## src/rtl/alu_control_md.sv

```systemverilog
// alu_control_md: EX-stage ALU with decoded control, single-cycle integer ops,
// and iterative signed/unsigned multiply and divide into architectural HI/LO.
//
// Handshake: a request transfers on a rising clock edge where in_valid and
// in_ready are both high. The operands and opcode are sampled only on that
// edge. in_ready is low while a multiply/divide is in flight. out_valid is a
// single-cycle pulse with no backpressure. result and the flags are registered
// together with it, and they hold their values after the pulse ends.
module alu_control_md #(
    parameter int WIDTH = 32
) (
    input  logic             clock,
    input  logic             reset,
    input  logic             in_valid,
    output logic             in_ready,
    input  logic [1:0]       alu_op,
    input  logic [5:0]       func_code,
    input  logic [WIDTH-1:0] a,
    input  logic [WIDTH-1:0] b,
    output logic             out_valid,
    output logic [WIDTH-1:0] result,
    output logic             zero,
    output logic             ovf,
    output logic             illegal,
    output logic             busy,
    output logic [1:0]       state_dbg
);

    localparam int CW = $clog2(WIDTH);

    typedef enum logic [1:0] {
        IDLE = 2'd0,
        MUL  = 2'd1,
        DIV  = 2'd2,
        FIX  = 2'd3
    } state_t;

    state_t               state;
    logic [CW-1:0]        cnt;
    logic [2*WIDTH-1:0]   work;      // mul: {acc, multiplier}; div: {rem, quotient}
    logic [WIDTH-1:0]     opnd;      // multiplicand or divisor magnitude
    logic [WIDTH-1:0]     a_raw;     // dividend as given, for divide by zero
    logic [WIDTH-1:0]     hi;
    logic [WIDTH-1:0]     lo;
    logic                 neg_q;     // product or quotient must be negated
    logic                 neg_r;     // remainder must be negated
    logic                 div_zero;
    logic                 mode_div;

    // Single-cycle decode
    logic [WIDTH-1:0]     sum;
    logic [WIDTH-1:0]     diff;
    logic                 add_ovf;
    logic                 sub_ovf;
    logic                 slt_s;
    logic                 slt_u;
    logic [WIDTH-1:0]     sc_res;
    logic                 sc_ovf;
    logic                 sc_ill;
    logic                 start_mul;
    logic                 start_div;
    logic                 md_signed;
    logic [WIDTH-1:0]     abs_a;
    logic [WIDTH-1:0]     abs_b;

    // Iteration and sign fix-up
    logic [WIDTH:0]       mul_sum;
    logic [2*WIDTH-1:0]   mul_next;
    logic [WIDTH:0]       div_trial;
    logic [WIDTH:0]       div_diff;
    logic                 div_ge;
    logic [2*WIDTH-1:0]   div_next;
    logic [2*WIDTH-1:0]   prod_fix;
    logic [WIDTH-1:0]     quo_fix;
    logic [WIDTH-1:0]     rem_fix;
    logic [WIDTH-1:0]     fix_hi;
    logic [WIDTH-1:0]     fix_lo;

    assign in_ready  = (state == IDLE);
    assign busy      = ~in_ready;
    assign state_dbg = state;

    assign sum     = a + b;
    assign diff    = a - b;
    assign add_ovf = (a[WIDTH-1] == b[WIDTH-1]) && (sum[WIDTH-1] != a[WIDTH-1]);
    assign sub_ovf = (a[WIDTH-1] != b[WIDTH-1]) && (diff[WIDTH-1] != a[WIDTH-1]);
    assign slt_s   = ($signed(a) < $signed(b));
    assign slt_u   = (a < b);

    // Decode alu_op/func_code into a single-cycle result or a mult/div start
    always_comb begin
        sc_res    = '0;
        sc_ovf    = 1'b0;
        sc_ill    = 1'b0;
        start_mul = 1'b0;
        start_div = 1'b0;
        md_signed = 1'b0;
        case (alu_op)
            2'b00: begin
                sc_res = sum;
                sc_ovf = add_ovf;
            end
            2'b01: begin
                sc_res = diff;
                sc_ovf = sub_ovf;
            end
            2'b10: begin
                case (func_code)
                    6'd32: begin sc_res = sum;  sc_ovf = add_ovf; end
                    6'd33: sc_res = sum;
                    6'd34: begin sc_res = diff; sc_ovf = sub_ovf; end
                    6'd35: sc_res = diff;
                    6'd36: sc_res = a & b;
                    6'd37: sc_res = a | b;
                    6'd38: sc_res = a ^ b;
                    6'd39: sc_res = ~(a | b);
                    6'd42: sc_res = {{(WIDTH-1){1'b0}}, slt_s};
                    6'd43: sc_res = {{(WIDTH-1){1'b0}}, slt_u};
                    6'd16: sc_res = hi;
                    6'd18: sc_res = lo;
                    6'd24: begin start_mul = 1'b1; md_signed = 1'b1; end
                    6'd25: start_mul = 1'b1;
                    6'd26: begin start_div = 1'b1; md_signed = 1'b1; end
                    6'd27: start_div = 1'b1;
                    default: sc_ill = 1'b1;
                endcase
            end
            default: sc_ill = 1'b1;
        endcase
    end

    // Signed operations iterate on magnitudes; the most negative value maps
    // onto itself, which is the correct unsigned magnitude.
    assign abs_a = (md_signed && a[WIDTH-1]) ? -a : a;
    assign abs_b = (md_signed && b[WIDTH-1]) ? -b : b;

    // Shift-add step: add the multiplicand into the upper half when the
    // multiplier LSB is set, then shift the whole product right by one.
    assign mul_sum  = {1'b0, work[2*WIDTH-1:WIDTH]} + (work[0] ? {1'b0, opnd} : '0);
    assign mul_next = {mul_sum, work[WIDTH-1:1]};

    // Restoring step: shift the next dividend bit into the remainder and
    // subtract the divisor if it fits. With a nonzero divisor the remainder
    // stays below it, so bit WIDTH of the difference is exactly the borrow.
    assign div_trial = {work[2*WIDTH-1:WIDTH], work[WIDTH-1]};
    assign div_diff  = div_trial - {1'b0, opnd};
    assign div_ge    = ~div_diff[WIDTH];
    assign div_next  = div_ge ? {div_diff[WIDTH-1:0], work[WIDTH-2:0], 1'b1}
                              : {div_trial[WIDTH-1:0], work[WIDTH-2:0], 1'b0};

    assign prod_fix = neg_q ? -work : work;
    assign quo_fix  = neg_q ? -work[WIDTH-1:0] : work[WIDTH-1:0];
    assign rem_fix  = neg_r ? -work[2*WIDTH-1:WIDTH] : work[2*WIDTH-1:WIDTH];

    // Select the HI/LO values written when a mult/div completes
    always_comb begin
        fix_hi = prod_fix[2*WIDTH-1:WIDTH];
        fix_lo = prod_fix[WIDTH-1:0];
        if (mode_div) begin
            if (div_zero) begin
                fix_hi = a_raw;
                fix_lo = '1;
            end else begin
                fix_hi = rem_fix;
                fix_lo = quo_fix;
            end
        end
    end

    // Control FSM with registered result, flags and HI/LO
    always_ff @(posedge clock) begin
        if (reset) begin
            state     <= IDLE;
            cnt       <= '0;
            work      <= '0;
            opnd      <= '0;
            a_raw     <= '0;
            hi        <= '0;
            lo        <= '0;
            neg_q     <= 1'b0;
            neg_r     <= 1'b0;
            div_zero  <= 1'b0;
            mode_div  <= 1'b0;
            out_valid <= 1'b0;
            result    <= '0;
            zero      <= 1'b0;
            ovf       <= 1'b0;
            illegal   <= 1'b0;
        end else begin
            out_valid <= 1'b0;
            case (state)
                IDLE: begin
                    if (in_valid) begin
                        if (start_mul) begin
                            work     <= {{WIDTH{1'b0}}, abs_b};
                            opnd     <= abs_a;
                            neg_q    <= md_signed && (a[WIDTH-1] ^ b[WIDTH-1]);
                            neg_r    <= 1'b0;
                            mode_div <= 1'b0;
                            cnt      <= CW'(WIDTH - 1);
                            state    <= MUL;
                        end else if (start_div) begin
                            work     <= {{WIDTH{1'b0}}, abs_a};
                            opnd     <= abs_b;
                            neg_q    <= md_signed && (a[WIDTH-1] ^ b[WIDTH-1]);
                            neg_r    <= md_signed && a[WIDTH-1];
                            div_zero <= (b == '0);
                            a_raw    <= a;
                            mode_div <= 1'b1;
                            cnt      <= CW'(WIDTH - 1);
                            state    <= DIV;
                        end else begin
                            out_valid <= 1'b1;
                            result    <= sc_res;
                            zero      <= (sc_res == '0);
                            ovf       <= sc_ovf;
                            illegal   <= sc_ill;
                        end
                    end
                end
                MUL: begin
                    work <= mul_next;
                    cnt  <= cnt - 1'b1;
                    if (cnt == '0) begin
                        state <= FIX;
                    end
                end
                DIV: begin
                    work <= div_next;
                    cnt  <= cnt - 1'b1;
                    if (cnt == '0) begin
                        state <= FIX;
                    end
                end
                FIX: begin
                    hi        <= fix_hi;
                    lo        <= fix_lo;
                    out_valid <= 1'b1;
                    result    <= fix_lo;
                    zero      <= (fix_lo == '0);
                    ovf       <= 1'b0;
                    illegal   <= 1'b0;
                    state     <= IDLE;
                end
                default: state <= IDLE;
            endcase
        end
    end

endmodule
```

## config.mk

```make
export PLATFORM = sky130hd
export DESIGN_NAME = alu_control_md
export DESIGN_NICKNAME = d
export VERILOG_FILES = /design/src/rtl/alu_control_md.sv
export SDC_FILE = /design/constraint.sdc
export NUM_CORES = 1
export LEC_CHECK = 0
export ABC_AREA = 1
export CAP_MARGIN = 10
export CELL_PAD_IN_SITES_DETAIL_PLACEMENT = 0
export CELL_PAD_IN_SITES_GLOBAL_PLACEMENT = 2
export CORE_MARGIN = 2
export CORE_UTILIZATION = 36
export CTS_CLUSTER_SIZE = 14
export DETAILED_ROUTE_END_ITERATION = 8
export PLACE_DENSITY = 0.95
export SETUP_SLACK_MARGIN = 0.2
export SLEW_MARGIN = 20
export SYNTH_ARGS = -nofsm -noshare
export SYNTH_HDL_FRONTEND = slang
export SYNTH_SLANG_ARGS = --single-unit
```

## constraint.sdc

```tcl
create_clock -name clock -period 5.3 [get_ports clock]
set_input_delay 0.795 -clock clock [delete_from_list [all_inputs] [get_ports clock]]
set_output_delay 0.795 -clock clock [all_outputs]
set_load 0.005 [all_outputs]
```

==> qor.txt, run 1 <==
Reg2Reg Launch Point: work[0]
r2r worst-path depth: 17
final RePlAce weighted congestion: 1.03
Finished Cell Area: 29800 µm²
met2 global-route usage: 49.7%
DR pass1 iterations: 8
Die Ht: 276 µm
DP Wirelength: 110000 µm
max-cap violations: 0
clk root buf: clkbuf_16
TritonCTS clock tree: yes
share of layout cells above drive strength 1: 4.53%
Pwr Total: 7.75 mW
Synth Instances: 4689
Min-Delay Endpoint: cnt[0]
Post-CTS Resized: 0
Top Ports: 115
grt peak-use layer: met1
WL/cell: 23.7 µm
Ys Warns: 0
Static Leak: 14.5 nW
Via Count: 32500
Initial Utilization: 36.4%
Post-DRT Antenna Nets: 0
full die area: 76300 µm²
post-synth cell types: 58
FFs w/ async S/R, synth: 0%
H-tree lvl count: 1
Synth Register Bits: 239
CP Max Fanout: 10
Fin Setup TNS: 0 ps
port buffer count: 114
status: finished clean
hold_buf cts: 0
antenna violations before repair: 1
CP Class: in -> reg
met3 usage: 4.67%
Worst-Margin Slew: 1100 ps
crit path launch type: input pin
routed wire length: 135000 µm
Avg Inst Size Synth: 5.69 µm²
number of post-CTS setup repair buffers: 0
max-slew violations: 0
clock-pin slew on the worst setup and hold paths: 60 ps
pwr dens: 260 nW/µm²
row cnt: 99
required time of the critical path: 5850 ps
gr usage total: 33.8%
first-pass GRT wire length: 196000 µm
CP Capture Type: register
number of global-route vias before repair: 29000
EDFF count, synth: 0
Vias/cell: 5.71
antenna diode count: 0
Slew headroom: 26.3%
Fin Clk Skew: 18.6 ps
FMAX: 0.241 GHz
P&R area growth vs syn: 11.6%
post-synthesis sequential area ratio: 17.9%
Net Count, Synth: 4941
largest net degree at the start of global routing: 79
Placement Cell Area: 28700 µm²
RSZ-0062 raised after global routing: no
placed insts: 5629
Filler cells: 8271
DRC errors left: 0
commonest non-fill, non-tap cells in the layout: nand2_1, inv_1, nor2_1
worst vdd ir: 0.000255 V
Hold Path Stages: 1
maximum root-to-sink buffer count: 3
hold path startpoint: cnt[0]
hold_ws: 461 ps
Synth Flop Type: dfxtp_1
min cycle time layout: 4150 ps
met1 Track Usage GR: 50.5%
most common cell after layout, fill and taps aside: nand2_1
total grt overflow: 0
final setup vio count: 0
final hold vios: 0
fin crit share: 78.3%
worst min path class: reg -> reg
Post-layout nets: 4955
CTS Buf Count: 31
FF-to-FF setup slack: 1440 ps
r2r endpoint: work[59]
WP data arrival: 4700 ps
Netlist Area Pre-Place: 26700 µm²
die width: 276 µm
clk_lat worst skew: 630 ps
CTS sink count: 239
Layout Cells excl Fill: 5685
First DRT Iteration DRCs: 4010
Core ar.: 73200 µm²
worst max-delay path by stage:
stage	startpoint	end	slack, ps
after global routing	a[7]	zero	1020
after floorplan	a[0]	zero	2460
after detailed placement	a[7]	zero	680
after global placement	a[7]	zero	690
after CTS	a[7]	zero	1290
final	a[7]	zero	1150
cells in the mapped netlist (6+ instances only):
master | count | share of area (%)
nor2_2 | 11 | 0.26
o21ai_1 | 14 | 0.26
o21bai_1 | 20 | 0.56
xor2_1 | 80 | 2.6
ha_1 | 173 | 8.1
inv_1 | 601 | 8.5
nand3_1 | 320 | 6.0
nor4_1 | 22 | 0.52
inv_2 | 19 | 0.27
buf_1 | 14 | 0.20
nand3b_1 | 11 | 0.31
nor3_2 | 6 | 0.23
a21o_1 | 16 | 0.45
or2_2 | 11 | 0.26
nand2_2 | 9 | 0.21
a31oi_1 | 70 | 1.6
nor3_1 | 59 | 1.1
nand4_1 | 56 | 1.3
clkbuf_1 | 117 | 1.6
dfxtp_1 | 239 | 18
o211ai_1 | 66 | 1.9
a21oi_1 | 400 | 7.5
o22ai_1 | 58 | 1.4
nand2_1 | 1292 | 18
xnor2_1 | 20 | 0.66
buf_2 | 68 | 1.3
o221ai_1 | 10 | 0.33
nor2_4 | 10 | 0.42
o21ai_0 | 334 | 6.3
a22oi_1 | 46 | 1.3
nor2_1 | 461 | 6.5
routing by layer:
layer,part of all wire (%),vias to the layer above,routed length (µm)
li1,-,15400,-
met1,47,15200,62800
met2,41,1633,55200
met3,9.3,174,12500
met4,3.1,0,4170
met5,0,-,0
worst max-delay path, stage by stage:
cell and delay, ps:
clkdlybuf4s50_1 650, inv_1 160, ha_1 560, nand2_1 210
inv_1 110, nand2_1 140, o21ai_1 470, nand2_1 150
nand2_1 150, nand2_1 80, nand3_1 70, nand3_1 290
a21oi_1 210, nand3_1 90, nor3_1 210, buf_4 150
nand3_1 60, a21oi_1 130
sequential cells by signal, summed over array words and instances, names as in the netlist, 2 cells and up:
register	flops
work	64
opnd	32
result	32
state_dbg	2
lo	32
cnt	5
a_raw	32
hi	32
report_power, final:
group / internal [mW] / total, mW / leakage [nW] / switching [mW]
clock: 1.30 / 2.23 / 0.520 / 0.932
combinational: 1.01 / 3.37 / 12.1 / 2.36
sequential: 1.96 / 2.15 / 1.93 / 0.193
total: 4.27 / 7.75 / 14.5 / 3.48
cell type report:
| class | instances | area [µm²] | share of cell area (%) |
|---|---|---|---|
| tap | 959 | 1200 | 4.03 |
| sequential | 239 | 4790 | 16.1 |
| clock inverter | 13 | 155 | 0.521 |
| inverter | 622 | 2340 | 7.85 |
| clock buffer | 43 | 881 | 2.96 |
| timing repair buffer | 189 | 1710 | 5.76 |
| multi-input combinational | 3620 | 18700 | 62.8 |
per-stage QoR:
stage                     util (%)  setup slack, ps
after floorplan                  -             2460
after global placement        39.2              689
after detailed placement      39.2              683
after CTS                     40.7             1290
after global routing          40.7             1020
final                         40.7             1150
logic make-up after synthesis:
group,count (synthesis),share of synthesized area [%]
fa+ha+maj,177,8.41
xor+xnor,100,3.28
flops,239,17.9
buf+inv,830,12.2
compound gates,1060,22.4
simple gates,2283,35.9
No activity file was read; power rests on OpenSTA's default activity.
==> run 2: changes to the inputs <==
--- a/config.mk
+++ b/config.mk
@@ -10,10 +10,10 @@
 export CELL_PAD_IN_SITES_DETAIL_PLACEMENT = 0
 export CELL_PAD_IN_SITES_GLOBAL_PLACEMENT = 2
 export CORE_MARGIN = 2
-export CORE_UTILIZATION = 36
+export CORE_UTILIZATION = 30
 export CTS_CLUSTER_SIZE = 14
 export DETAILED_ROUTE_END_ITERATION = 8
-export PLACE_DENSITY = 0.95
+export PLACE_DENSITY = 0.86
 export SETUP_SLACK_MARGIN = 0.2
 export SLEW_MARGIN = 20
 export SYNTH_ARGS = -nofsm -noshare
==> constraint.sdc (replaced) <==
create_clock -name clock -period 3.5 [get_ports clock]
set_input_delay 0.525 -clock clock [delete_from_list [all_inputs] [get_ports clock]]
set_output_delay 0.525 -clock clock [all_outputs]
set_load 0.005 [all_outputs]
==> run 2 against run 1 <==
Clock power grew 43%; register-to-register slack lost 1000 ps; setup slack lost 850 ps; critical endpoint unchanged; largest cell class unchanged; highest routed layer is now met5.
==> qor.txt, run 2 (synthesis gave the netlist of run 1 again) <==
Die Ht: 302 µm (was 276 µm)
full die area: 91300 µm² (was 76300 µm²)
largest net degree at the start of global routing: 112 (was 79)
commonest non-fill, non-tap cells in the layout: nand2_1, inv_1, buf_4 (was nand2_1, inv_1, nor2_1)
required time of the critical path: 4020 ps (was 5850 ps)
First DRT Iteration DRCs: 3960 (was 4010)
FMAX: 0.312 GHz
final setup vio count: 0 (unchanged)
CP Class: in -> reg (unchanged)
final RePlAce weighted congestion: 1.03 (about the same)
Fin Clk Skew: 48.1 ps (was 18.6 ps)
CP Capture Type: register (unchanged)
hold path startpoint: lo[4] (was cnt[0])
worst vdd ir: 0.000551 V (was 0.000255 V)
H-tree lvl count: 1 (unchanged)
antenna diode count: 0 (unchanged)
Slew headroom: 32.5% (was 26.3%)
routed wire length: 145000 µm (was 135000 µm)
pre-CTS setup slack: -540 ps (was 683 ps)
TritonCTS clock tree: yes (unchanged)
Reg with most FFs: work (unchanged)
Via Count: 33800 (was 32500)
CTS sink count: 239 (unchanged)
status: finished clean (unchanged)
Finished Core Util: 38.3% (was 40.7%)
Vias/cell: 5.32 (was 5.71)
min cycle time layout: 3200 ps
Post-layout nets: 5417 (was 4955)
Hold Path Stages: 2 (was 1)
Layout Cells excl Fill: 6350 (was 5685)
P&R area growth vs syn: 26.7% (was 11.6%)
Static Leak: 16.8 nW (was 14.5 nW)
CP Max Fanout: 9 (was 10)
final worst slack: 296 ps (was 1150 ps)
die width: 302 µm (was 276 µm)
number of global-route vias before repair: 31000 (was 29000)
first-pass GRT wire length: 208000 µm (was 196000 µm)
crit path launch type: input pin (unchanged)
clk root buf: clkbuf_16 (unchanged)
hold_buf cts: 0 (unchanged)
row cnt: 109 (was 99)
Top Ports: 115 (unchanged)
r2r worst-path depth: 16 (was 17)
RSZ-0062 raised after global routing: yes (was no)
Post-DRT Antenna Nets: 0 (unchanged)
Reg2Reg Launch Point: work[0] (unchanged)
DRC errors left: 0 (unchanged)
max-cap violations: 0 (unchanged)
pwr dens: 363 nW/µm² (was 260 nW/µm²)
FF-to-FF setup slack: 410 ps (was 1440 ps)
CTS Buf Count: 27 (was 31)
final hold vios: 0 (unchanged)
placed insts: 6298 (was 5629)
port buffer count: 114 (unchanged)
fin crit share: 91.5%
Fin Setup TNS: 0 ps (unchanged)
gr usage total: 30.7% (was 33.8%)
DR pass1 iterations: 7 (was 8)
clk_lat worst skew: 590 ps (was 630 ps)
Placement Cell Area: 32700 µm² (was 28700 µm²)
Min-Delay Endpoint: lo[4] (was cnt[0])
Worst-Margin Slew: 1010 ps (was 1100 ps)
clock-pin slew on the worst setup and hold paths: 70 ps (was 60 ps)
most common cell after layout, fill and taps aside: nand2_1 (unchanged)
Pwr Total: 12.3 mW (was 7.75 mW)
Core ar.: 88200 µm² (was 73200 µm²)
worst min path class: reg -> reg (unchanged)
total grt overflow: 0 (unchanged)
share of layout cells above drive strength 1: 13.6% (was 4.53%)
r2r endpoint: work[59] (unchanged)
Finished Cell Area: 33800 µm² (was 29800 µm²)
antenna violations before repair: 1 (unchanged)
max FFs per register: 64 (unchanged)
max-slew violations: 0 (unchanged)
Initial Utilization: 30.2% (was 36.4%)
hold_ws: 459 ps (was 461 ps)
WP data arrival: 3720 ps (was 4700 ps)
maximum root-to-sink buffer count: 3 (unchanged)
DP Wirelength: 120000 µm (was 110000 µm)
WL/cell: 22.8 µm (was 23.7 µm)
-- run 2: cell types whose count changed in the layout (fill, tap and decap cells not counted), sizes merged --
cell,delta
dlymetal6s2s,+1
clkdlybuf4s50,-1
buf,+465
bufinv,+2
inv,+2
clkbuf,-5
clkinv,-8
clkinvlp,+3
-- run 2: where the power goes --
part | switching, mW | total (mW) | internal [mW]
Clock | 1.33 | 3.20 | 1.88
Combinational | 3.74 | 5.74 | 2.01
Sequential | 0.343 | 3.31 | 2.97
Total | 5.41 | 12.3 | 6.85
-- run 2: how the worst max path moves through the flow --
stage                       from        to  slack, ps  cells past startpoint
CTS                        a[20]      zero        210                     19
global placement           a[17]      zero       -570                     19
global route                a[7]      zero        140                     18
finish              func_code[1]      zero        300                     17
detailed placement         a[20]      zero       -540                     19
floorplan               work[31]  work[43]        810                     21
-- run 2: area by class of cell --
type                            count  area, µm²
Sequential cell                   239       4790
Clock buffer                       37        753
Fill cell                        9726      54400
Tap cell                         1165       1460
Multi-Input combinational cell   3620      18800
Clock inverter                     12        200
Timing Repair Buffer              655       5470
Inverter                          622       2340
-- run 2: repair_timing --
item                                    4_1_cts  5_1_grt
endpoints found under the setup margin        2       19
setup buffers                                 0        2
resized for setup                             2       38
pin swaps                                     0        4
cloned                                        0        1
-- run 2: worst max-delay path: stages --
cell,delay (ps)
clkdlybuf4s50_1,740
inv_2,110
nand2_1,80
nor2_1,80
nand2_1,190
buf_4,240
o21ai_0,110
a211oi_1,470
buf_4,200
nand2_1,50
inv_1,40
nand2_1,100
nand2_1,110
nand4_1,180
nor3_2,250
nand3_1,90
a21oi_1,150
-- run 2: per-layer routing --
layer  vias to the layer above  share of wire [%]  wire length [µm]  global-route usage [%]
met3                       255                8.8             12700                    5.07
met2                      1503                 41             59600                    46.1
li1                      16400                  -                 -                       -
met4                         2                4.8              6910                    12.3
met1                     15700                 45             65400                    43.4
met5                         -             0.0090                13                       0
